`src/rtl/fork_dataless.sv`:
```
// Eager fork for dataless handshake channels: replicates each upstream token to SIZE
// branches, releasing the input only once every branch has taken its copy.
module fork_dataless #(
  parameter int unsigned SIZE = 2
) (
  input  logic            clk,
  input  logic            rst,
  input  logic            ins_valid,
  output logic            ins_ready,
  output logic [SIZE-1:0] outs_valid,
  input  logic [SIZE-1:0] outs_ready
);

  logic [SIZE-1:0] sent_q;
  logic [SIZE-1:0] sent_d;
  logic [SIZE-1:0] xfer;
  logic            done;

  always_comb begin
    // outs_valid is built from state only so there is no ready->valid path
    outs_valid = {SIZE{ins_valid}} & ~sent_q;
    ins_ready  = &(sent_q | outs_ready);
    xfer       = outs_valid & outs_ready;
    done       = ins_valid & ins_ready;
    sent_d     = done ? '0 : (sent_q | xfer);
  end

  always_ff @(posedge clk or negedge rst) begin
    if (!rst) begin
      sent_q <= '0;
    end else begin
      sent_q <= sent_d;
    end
  end

endmodule
```
`config.mk`:
```
export PLATFORM = sky130hd
export DESIGN_NAME = fork_dataless
export DESIGN_NICKNAME = d
export VERILOG_FILES = /design/src/rtl/fork_dataless.sv
export SDC_FILE = /design/constraint.sdc
export NUM_CORES = 1
export LEC_CHECK = 0
export BUFFER_PORTS_ARGS = -buffer_cell sky130_fd_sc_hd__buf_2
export CORE_AREA = 10 10 47 49
export CTS_CLUSTER_DIAMETER = 60
export DETAILED_ROUTE_END_ITERATION = 8
export DIE_AREA = 0 0 57 59
export GPL_TIMING_DRIVEN = 0
export PLACE_DENSITY = 0.33
export SLEW_MARGIN = 0
export SYNTH_ARGS = -nofsm -noshare
export SYNTH_HDL_FRONTEND = slang
export SYNTH_SLANG_ARGS = --single-unit
```
`constraint.sdc`:
```
create_clock -name clk -period 2.2 [get_ports clk]
set_clock_uncertainty 0.05 [all_clocks]
set_input_delay 0.22 -clock clk [delete_from_list [all_inputs] [get_ports clk]]
set_output_delay 0.22 -clock clk [all_outputs]
set_load 0.01 [all_outputs]
```
==> results.py <==
metrics = {
    "yosys": {
        "yosys.area_share.simple_pct": 20.9,
        "synth_top_area_share_pct": 46.5,
        "yosysTopAreaCell": "dfrtp_1",
        "netlist-cell-type-count": 7,
        "netlist_area_um2": 108,
        "yosysWarnings": 0,
        "synth-compound-area-share_pct": 32.6,
        "synth-xor-area-share_pct": 0,
        "seq_area_frac_synth_pct": 46.5,
        "synth_top_family_by_area": "compound AO/OA/AOI/OAI gates",
        "syn_avg_cell_area_um2": 9.78,
        "netlist_top_cells_area": "dfrtp_1, o21a_1, a21oi_1",
        "syn_nets": 16,
        "synth_seq_cells": 2,
        "postSynthCellCount": 11,
        "synth_mux_area_share_pct": 0,
        "synthAdderAreaFrac_pct": 0,
    },
    "floorplan": {
        "die_height_um": 59,
        "die-area_mm2": 0.00336,
        "start_util_pct": 7.68,
        "coreArea_mm2": 0.00140,
        "io-pin-count": 8,
        "fp.dieW_um": 57,
        "std_cell_rows": 14,
    },
    "power_and_ir_drop": {
        "p_seq_share_pct": 29.6,
        "internal_power_uw": 118,
        "p_switching_uw": 37.9,
        "pwr-share-clk_pct": 51.4,
        "p_leak_uw": 0.0000925,
        "switching_share_pct": 24.3,
        "comb_power_share_pct": 19.0,
        "p_per_area_mw_per_mm2": 799,
        "peakVddDrop_mv": 0.176,
        "power_uw": 156,
    },
    "placed_design": {
        "port_buffers": 7,
        "place_inst": 34,
        "dpl_cell_area_um2": 163,
        "place.gp.congestion": 0.745,
    },
    "timing": {
        "setup_viol_count_final": 0,
        "fmax_mhz": 798,
        "slew_viol_final": 0,
        "worst_pin_slew_ns": 0.123,
        "grt_setup_unrepaired": "false",
        "fin_crit_sh_pct": 57.0,
        "finalHoldViolCount": 0,
        "layout_min_cycle_time_ns": 1.25,
        "fin_tns_setup_ns": 0,
        "relSlewSlack_pct": 91.8,
    },
    "clock_network": {
        "clockRootBuffer": "clkbuf_4",
        "clk_latency_ns": 0.22,
        "clockBufferDepth": 2,
        "clk_pin_slew_ns": 0.03,
        "cts_setup_buffers": 0,
        "cts_max_level": 1,
        "cts_tree": "yes",
        "postCtsHoldBufs": 1,
        "cts_buffers": 3,
        "cts_resized": 0,
        "cts.sinks": 2,
    },
    "critical_path": {
        "critPathRequiredTime_ns": 1.93,
        "crit_fanout": 4,
        "endpoint": "ins_ready",
        "r2r_start": "sent_q[0]",
        "worstPathCellList": "o22a_2 > buf_2",
        "endpoint_kind": "output port",
        "worst-setup-path-type": "register to output port",
        "worstPathArrival_ns": 0.98,
        "critPathLaunch": "sent_q[0]",
        "worstRegToRegCells": 2,
        "r2r_slack_ns": 1.42,
        "start_kind": "register",
        "max_stage_delay_ns": 0.39,
        "r2r_end": "sent_q[1]",
        "critPathSlowestCell": "dfrtp_1",
    },
    "routing": {
        "wl_per_cell_um": 9.76,
        "drc": 0,
        "firstDrtPassIters": 1,
        "via_per_inst": 3.16,
        "drtIter0Drc": 0,
        "wl_um": 371,
        "ant_nets": 0,
        "vias": 120,
    },
    "final_layout": {
        "largest_reg_flops": 2,
        "regMostFlops": "sent_q",
        "fin_nets": 29,
        "area_growth_syn_to_layout_pct": 81.4,
        "final_core_util_pct": 13.9,
        "final_cell_area_um2": 195,
        "n_antenna_cell": 0,
        "stdcell_count": 38,
        "drive_gt1_share_pct": 54.5,
        "reg.largest.list": "sent_q (2)",
    },
    "run": {
        "drv_cap": 0,
    },
    "outcome": {
        "run_status": "finished, final reports clean",
    },
    "grt": {
        "busiest_layer": "met4",
        "grt_antenna_before_repair": 0,
        "grt_pass1_wl_um": 538,
        "grt_max_degree": 7,
        "grt_pass1_vias": 125,
        "use_met3_pct": 2.58,
        "use_met1_pct": 2.85,
        "grt.total_usage_pct": 2.55,
        "overflow": 0,
        "use_met2_pct": 1.71,
    },
    "worst_hold_path": {
        "holdCritPathClass": "input pin to register",
    },
}
[kinds of logic (layout without fill, tap and decap cells)]
logic type / Yosys count / in the layout
AOI/OAI and AO/OA: 5 / 5
buffers and inverters: 0 / 11
DFF: 2 / 2
and+or+nand+nor: 4 / 4
[per-layer routing]
metal | wire, µm | share of wire, %
met2 | 115 | 31
met3 | 67 | 18
met5 | 0 | 0
met4 | 0 | 0
met1 | 188 | 51
[how the worst min path moves through the flow]
stage / startpoint / endpoint / slack, ns / depth (start not counted)
2_1_floorplan: rst / sent_q[0] / -0.13 / 0
3_3_place_gp: rst / sent_q[0] / -0.04 / 1
3_5_place_dp: rst / sent_q[0] / -0.04 / 1
4_1_cts: outs_ready[0] / sent_q[1] / 0.22 / 3
5_1_grt: outs_ready[0] / sent_q[1] / 0.23 / 3
6_report: outs_ready[0] / sent_q[1] / 0.23 / 3
[power groups by stage]
stage | clock [µW] | combinational [µW] | sequential [µW]
finish | 80.2 | 29.7 | 46.1
global placement | 0 | 28.7 | 46.1
detailed placement | 0 | 29.4 | 46.5
global route | 88.8 | 33.2 | 47.3
floorplan | 0 | 15.8 | 45.6
CTS | 86.4 | 30.9 | 46.1
[worst max-delay path: cells and delay by family, from the launching register on]
kind,cells,cell delay (ns)
AO/OA/AOI/OAI,1,0.24
buffers and inverters,1,0.13
flip-flops,1,0.39
[Yosys cell counts (all sizes together)]
cell / count
o22a: 1
o21a: 2
nor2b: 1
nor2: 2
dfrtp: 2
and2b: 1
a21oi: 2
[area by class of cell]
| class | count | area, µm² |
|---|---|---|
| Clock buffer | 3 | 22.5 |
| Multi-Input combinational cell | 9 | 57.6 |
| Fill cell | 167 | 1210 |
| Timing Repair Buffer | 8 | 45.0 |
| Tap cell | 16 | 20.0 |
| Sequential cell | 2 | 50.0 |
[placed cells by master (no fill, tap or decap), drive strengths merged]
cell type | netlist | final
dfrtp | 2 | 2
and2b | 1 | 1
o21a | 2 | 2
clkbuf | 0 | 3
o22a | 1 | 1
nor2b | 1 | 1
dlygate4sd3 | 0 | 1
a21oi | 2 | 2
buf | 0 | 7
nor2 | 2 | 2
[through the flow]
step                setup slack [ns]  hold WS [ns]
global placement                1.17       -0.0412
CTS                            0.929         0.216
finish                         0.946         0.226
global route                   0.894         0.234
detailed placement              1.17       -0.0360
floorplan                       1.30        -0.126
(Power assumes the default switching activity.)
